## src/rtl/bit_serializer.sv

```systemverilog
`default_nettype none
// ============================================================================
// Module   : bit_serializer
// Purpose  : Parallel-to-serial converter that feeds the serial "101"
//            sequence detector. It accepts WIDTH-bit words on a valid/ready
//            handshake and drives one bit per clock onto a single serial
//            line. A one-word pending buffer lets back-to-back words stream
//            out with no idle gap between them. When there is no data, the
//            line sits at IDLE_BIT.
//
// Parameters:
//   WIDTH       bits per input word (2..32)
//   MSB_FIRST   1: bit WIDTH-1 goes out first, 0: bit 0 goes out first
//   IDLE_BIT    level on `out` whenever no word is being shifted
//
// Ports:
//   clk          in   1      system clock, rising-edge active
//   reset        in   1      synchronous active-high reset
//   in_data      in   WIDTH  parallel word to serialize
//   in_valid     in   1      in_data is valid this cycle
//   in_ready     out  1      block can accept a word this cycle
//   out          out  1      serial bit stream (detector `in`)
//   out_valid    out  1      `out` carries a data bit, not idle fill
//   frame_start  out  1      first bit of a word is on `out`
//   busy         out  1      shifting, or a pending word is held
//
// Revision : 1.0  initial release
// ============================================================================
module bit_serializer #(
    parameter int WIDTH     = 8,
    parameter bit MSB_FIRST = 1'b1,
    parameter bit IDLE_BIT  = 1'b0
) (
    input  logic             clk,
    input  logic             reset,
    input  logic [WIDTH-1:0] in_data,
    input  logic             in_valid,
    output logic             in_ready,
    output logic             out,
    output logic             out_valid,
    output logic             frame_start,
    output logic             busy
);

    localparam int                c_cnt_w    = $clog2(WIDTH);
    localparam logic [c_cnt_w-1:0] c_cnt_last = c_cnt_w'(WIDTH - 1);
    localparam logic [c_cnt_w-1:0] c_cnt_one  = c_cnt_w'(1);

    // State encoding
    localparam logic [0:0] c_st_idle  = 1'b0;
    localparam logic [0:0] c_st_shift = 1'b1;

    // Registered state
    logic [0:0]         r_state;
    logic [WIDTH-1:0]   r_sreg;
    logic [c_cnt_w-1:0] r_cnt;
    logic [WIDTH-1:0]   r_pend;
    logic               r_pend_full;

    // Combinational next-state and helpers
    logic [0:0]         w_state_nxt;
    logic [WIDTH-1:0]   w_sreg_nxt;
    logic [c_cnt_w-1:0] w_cnt_nxt;
    logic               w_load;
    logic               w_accept;
    logic               w_shifting;
    logic [WIDTH-1:0]   w_sreg_shifted;
    logic               w_out_bit;

    // ------------------------------------------------------------------
    // Bit ordering: the output end of the shift register is bit WIDTH-1
    // for MSB-first and bit 0 for LSB-first; each shift moves the next
    // bit into that position.
    // ------------------------------------------------------------------
    generate
        if (MSB_FIRST) begin : g_msb_first
            assign w_out_bit      = r_sreg[WIDTH-1];
            assign w_sreg_shifted = {r_sreg[WIDTH-2:0], 1'b0};
        end else begin : g_lsb_first
            assign w_out_bit      = r_sreg[0];
            assign w_sreg_shifted = {1'b0, r_sreg[WIDTH-1:1]};
        end
    endgenerate

    // ------------------------------------------------------------------
    // Handshake. Ready depends only on the pending flag and reset, so
    // there is no combinational path from in_valid to in_ready. Because
    // ready is low while a word is pending, a load (which needs a pending
    // word) and an accept (which needs an empty buffer) never coincide.
    // ------------------------------------------------------------------
    assign in_ready = !r_pend_full && !reset;
    assign w_accept = in_valid && in_ready;

    always_ff @(posedge clk) begin
        if (reset) begin
            r_pend      <= '0;
            r_pend_full <= 1'b0;
        end else if (w_accept) begin
            r_pend      <= in_data;
            r_pend_full <= 1'b1;
        end else if (w_load) begin
            r_pend_full <= 1'b0;
        end
    end

    // ------------------------------------------------------------------
    // FSM state register
    // ------------------------------------------------------------------
    always_ff @(posedge clk) begin
        if (reset) begin
            r_state <= c_st_idle;
            r_sreg  <= '0;
            r_cnt   <= '0;
        end else begin
            r_state <= w_state_nxt;
            r_sreg  <= w_sreg_nxt;
            r_cnt   <= w_cnt_nxt;
        end
    end

    // ------------------------------------------------------------------
    // FSM next-state logic
    // ------------------------------------------------------------------
    always_comb begin
        w_state_nxt = r_state;
        w_sreg_nxt  = r_sreg;
        w_cnt_nxt   = r_cnt;
        w_load      = 1'b0;

        case (r_state)
            c_st_idle: begin
                if (r_pend_full) begin
                    w_load      = 1'b1;
                    w_sreg_nxt  = r_pend;
                    w_cnt_nxt   = '0;
                    w_state_nxt = c_st_shift;
                end
            end

            c_st_shift: begin
                if (r_cnt != c_cnt_last) begin
                    w_sreg_nxt = w_sreg_shifted;
                    w_cnt_nxt  = r_cnt + c_cnt_one;
                end else if (r_pend_full) begin
                    // Last bit of this word: chain straight into the
                    // pending word so the stream stays gapless.
                    w_load     = 1'b1;
                    w_sreg_nxt = r_pend;
                    w_cnt_nxt  = '0;
                end else begin
                    w_state_nxt = c_st_idle;
                end
            end

            default: begin
                w_state_nxt = c_st_idle;
            end
        endcase
    end

    // ------------------------------------------------------------------
    // Outputs: decoded from registered state only
    // ------------------------------------------------------------------
    assign w_shifting  = (r_state == c_st_shift);
    assign out_valid   = w_shifting;
    assign out         = w_shifting ? w_out_bit : IDLE_BIT;
    assign frame_start = w_shifting && (r_cnt == '0);
    assign busy        = w_shifting || r_pend_full;

endmodule
`default_nettype wire

```

## config.mk

```make
export PLATFORM = sky130hd
export DESIGN_NAME = bit_serializer
export DESIGN_NICKNAME = d
export VERILOG_FILES = /design/src/rtl/bit_serializer.sv
export SDC_FILE = /design/constraint.sdc
export NUM_CORES = 1
export LEC_CHECK = 0
export BUFFER_PORTS_ARGS = -buffer_cell sky130_fd_sc_hd__buf_4
export CORE_UTILIZATION = 51
export CTS_BUF_LIST = sky130_fd_sc_hd__clkbuf_4
export CTS_CLUSTER_DIAMETER = 40
export DETAILED_ROUTE_END_ITERATION = 10
export PLACE_DENSITY_LB_ADDON = 0.1
export SYNTH_ARGS = -nofsm -noshare
export SYNTH_HDL_FRONTEND = slang
export SYNTH_SLANG_ARGS = --single-unit
```

## constraint.sdc

```tcl
create_clock -name clk -period 1.42 [get_ports clk]
set_clock_uncertainty 0.15 [all_clocks]
set_input_delay 0.284 -clock clk [delete_from_list [all_inputs] [get_ports clk]]
set_output_delay 0.284 -clock clk [all_outputs]
set_load 0.01 [all_outputs]
```

# Word-level counts from Yosys, hierarchy flattened
# Index checks and enable logic that the tools add are counted.
# W data, S select, Z words.
[word_totals] latch_bits=0 input_bits=11 mem_bits_rw=0 n_memories=0 out_inout_bits=5 regBits=21 mem_bits_ro=0
[op_classes] addsub=1 n_reduce_logical=8 magnitude_cmp=0 shift=0 n_div=0 n_bitwise=1 mux=14 eq_ne=1 multipliers=0
[op_table] cell="$mux W8" n=2
[op_table] cell="$pmux W8 S2" n=1
[op_table] cell="$mux W1" n=6
[op_table] cell="$mux W3" n=2
[op_table] cell="$pmux W3 S2" n=1
[op_table] cell="$pmux W1 S2" n=2
[op_table] cell="$add A3 B1 Y3 const B" n=1
[op_table] cell="$logic_and A1 B1 Y1" n=3
[op_table] cell="$logic_not A3 Y1" n=1
[op_table] cell="$ne A3 B3 Y1 const B" n=1
[op_table] cell="$logic_not A1 Y1" n=2
[op_table] cell="$reduce_bool A2 Y1" n=1
[op_table] cell="$logic_or A1 B1 Y1" n=1
[op_table] cell="$not A1 Y1" n=1

# Depth between registers and ports, before layout
[logic_depth] word_depth=5 ltp_mapped=7 depth_no_buf=5

# Least setup slack after synthesis
# OpenSTA, ideal clock, no wires.
[synth_path] path_kind="register -> register" start="register r_cnt[0]" end="register r_sreg[1]" t_required_ns=1.136 path_buffers=2 t_arrival_ns=1.204 stages_incl_launch_ff=8 slack_ns=-0.068 path_cell_list="dfxtp_1 -> ha_1 -> ha_1 -> nand2b_1 -> buf_6 -> buf_6 -> nor2_1 -> a211oi_1"
[synth_between] elab_chain_len=3
[synth_rtl] item="from (decl)" line_no="56" rtl="logic [c_cnt_w-1:0] r_cnt;"
[synth_rtl] item="from (signal assigned)" line_no="117" rtl="r_cnt <= w_cnt_nxt;"
[synth_rtl] item="$ne A3 B3 Y1" line_no="141" rtl="if (r_cnt != c_cnt_last) begin"
[synth_rtl] item="$mux W8" line_no="141"
[synth_rtl] item="$pmux W8 S2" line_no="130" rtl="case (r_state)"
[synth_rtl] item="to (signal assigned)" line_no="116" rtl="r_sreg <= w_sreg_nxt;"
[synth_rtl] item="to (decl)" line_no="55" rtl="logic [WIDTH-1:0] r_sreg;"
# No other way between the ends.
# A chain may end at the register's enable or synchronous reset.

# Final worst setup path
[layout_path] start="register r_cnt[0]" end="output port frame_start"
[layout_between] elab_chain_len=2
[layout_rtl] item="$logic_not A3 Y1" line_no="167" rtl="assign frame_start = w_shifting && (r_cnt == '0);"
[layout_rtl] item="$logic_and A1 B1 Y1" line_no="167"
[layout_rtl] item="to (decl)" line_no="41" rtl="output logic frame_start,"
# No other way between the ends.

==> impl_metrics.py <==
metrics = {
    "detailed_routing": {
        "vias": 755,
        "first_pass_iters": 2,
        "ant_nets": 0,
        "avgRoutedWirePerCell_um": 12.77,
        "via_per_inst": 5.033,
        "drt_drc_violations_left": 0,
        "wl_um": 1915,
        "drt_iter0_markers": 12,
    },
    "setup_path": {
        "startpoint": "r_cnt[0]$_SDFF_PP0_",
        "criticalPathCategory": "flip-flop to primary output",
        "worstPathMaxFanout": 2,
        "required_ps": 990,
        "r2r_start": "r_cnt[0]$_SDFF_PP0_",
        "cp.arrival_ps": 1090,
        "critPathCaptureType": "primary output",
        "start_kind": "flip-flop",
    },
    "place": {
        "numPortBuffers": 15,
        "hpwl_um": 1251,
        "gp_congestion": 0.7474,
    },
    "timing": {
        "finalSetupViolations": 7,
        "finalCritPeriodShare_pct": 107.4,
        "timing.hold.ws_ps": 39.38,
        "rsz0062_at_grt": "true",
        "tightest_slew_ps": 370.4,
        "slew_viol_final": 0,
        "tns_ps": -282.8,
        "fin_crit_ps": 1525,
        "fmax_mhz": 655.7,
        "hold_viol_final": 0,
        "slew_headroom_pct": 75.20,
        "fin_ws_ps": -105.1,
    },
    "grt": {
        "grt_pass1_vias": 739,
        "gr-total-overflow": 0,
        "antenna_found_initial": 0,
        "grt_start_max_net_pins": 18,
        "grt.total_usage_pct": 20.97,
        "grt_pass1_wl_um": 3084,
    },
    "layout": {
        "n_antenna_cell": 0,
        "syn_to_final_growth_pct": 35.19,
        "fin_nets": 141,
        "nFillCells": 142,
        "regArea_um2": 432.9,
        "multi_input_area_um2": 571.8,
        "final_common_cell": "buf_4",
        "mostFrequentLayoutCells": "buf_4, dfxtp_1, nand2_1",
        "drive_gt1_share_pct": 42.40,
    },
    "floorplan": {
        "row_count": 15,
        "die_width_um": 44.98,
        "initial_core_util_pct": 54.57,
        "core_um2": 1727,
        "die_h_um": 44.98,
        "dieArea_um2": 2023,
        "pin_count": 16,
    },
    "status": {
        "outcome": "finished, violations left",
        "violations": "negative setup slack",
    },
    "clock_tree": {
        "hold_buffers": 0,
        "clockBufferDepth": 2,
        "numCtsBuffers": 3,
        "clkSinkCount": 21,
        "cts_tree": "built",
        "insertion_delay_ps": 300,
        "clock-root-buffer": "clkbuf_4",
        "clkTransAtPathRegs_ps": 120,
        "cts.htree.levels": 1,
    },
    "synthesis": {
        "seq_area_frac_synth_pct": 44.62,
        "synth_nets": 120,
        "synth_area_um2": 942.2,
        "ys_types": 20,
        "synth-seq-cells": 21,
        "syn-mean-instance-area_um2": 8.973,
        "yosysWarnings": 0,
        "netlist_instances": 105,
    },
    "power": {
        "power_density_nw_per_um2": 929.7,
        "irDropWorstVdd_uv": 640.7,
        "power.leakage_nw": 0.5314,
    },
    "worst_hold_path": {
        "hp-start": "reset",
        "hp-class": "input pin to flip-flop",
    },
    "run": {
        "cap_viol_max_count": 0,
    },
}
==> cell type report <==
cell class / instances / area share, %
multi-input cells: 75 / 44.89
flip-flops and latches: 21 / 33.99
repair buffers: 23 / 15.72
well taps: 25 / 2.456
clock buffers: 3 / 1.768
inverters: 2 / 0.7859
clock inverters: 1 / 0.3929
==> synthesized netlist by cell type <==
library cell / number / area [µm²]
buf_1: 1 / 3.750
dfxtp_1: 21 / 420.4
nand2_1: 17 / 63.81
clkbuf_1: 1 / 3.750
clkbuf_2: 1 / 5.000
or2_2: 1 / 6.260
buf_6: 3 / 33.78
buf_2: 1 / 5.000
nor2_1: 15 / 56.30
and2_1: 1 / 6.260
nor3_1: 1 / 5.000
buf_8: 1 / 15.01
ha_1: 4 / 50.05
mux2i_1: 11 / 110.1
a21oi_1: 9 / 45.04
nor2b_1: 3 / 18.77
inv_1: 2 / 7.510
and2b_1: 2 / 15.01
nand2b_1: 3 / 18.77
a211oi_1: 7 / 52.55
==> kinds of logic (layout without fill, tap and decap cells) <==
| logic type | after synthesis | count (layout) | share of synthesized area, % |
|---|---|---|---|
| adders and majority gates | 4 | 4 | 5.312 |
| DFF | 21 | 21 | 44.62 |
| AOI/OAI and AO/OA | 16 | 16 | 10.36 |
| and+or+nand+nor | 43 | 44 | 20.19 |
| muxes | 11 | 11 | 11.69 |
| buffers and inverters | 10 | 29 | 7.833 |
==> final timing paths <==
check | to | slack (ps) | cells after the start
max | frame_start | -110 | 5
min | r_pend[5]$_SDFFE_PP0P_ | 40 | 2
max reg2reg | r_cnt[0]$_SDFF_PP0_ | -80 | 6
min reg2reg | r_pend[4]$_SDFFE_PP0P_ | 310 | 2
==> stage by stage <==
stage / instances / total power, W / cell area [µm²] / setup slack, ps / utilization (%)
final: 150 / 0.001184 / 1274 / -105.1 / 73.77
after global routing: 150 / 0.001248 / 1274 / -176.1 / 73.77
after CTS: 149 / 0.001159 / 1204 / -114.5 / 69.71
after detailed placement: 140 / 0.0008439 / 1077 / 47.27 / 62.39
after global placement: 140 / 0.0008377 / 1077 / 75.65 / 62.39
after floorplan: 105 / 0.0007936 / 977.2 / 3.820 / -
==> worst max-delay path, stage by stage, from the launching register on <==
cell	delay, ps
dfxtp_2	340
inv_2	70
ha_4	130
nand2_2	40
nor2_2	90
buf_4	120
==> per-layer routing <==
layer	up-vias	routed length [µm]	track usage, %
met2	13	985	38.26
met3	4	43	3.600
li1	389	-	-
met4	0	27	9.091
met1	349	858	23.63
met5	-	0	0
==> power by group <==
group	leakage, nW	internal, W	switching [W]
combinational	0.339	0.000128	0.000118
sequential	0.175	0.000626	0.0000255
clock	0.0177	0.000105	0.000182
total	0.531	0.000859	0.000325
==> timing repair <==
action                                  4_1_cts  5_1_grt
hold endpoints to repair                      0        0
endpoints found under the setup margin        4       16
gates resized for setup                      16       16
pin swaps                                     2        5
buffers inserted                              5        0
gates cloned                                  0        1
==> flip-flops by register name, summed over array words and instances (netlist names) <==
register     count
r_pend           8
r_sreg           8
out_valid        1
r_cnt            3
r_pend_full      1
No activity file was read; power rests on OpenSTA's default activity.
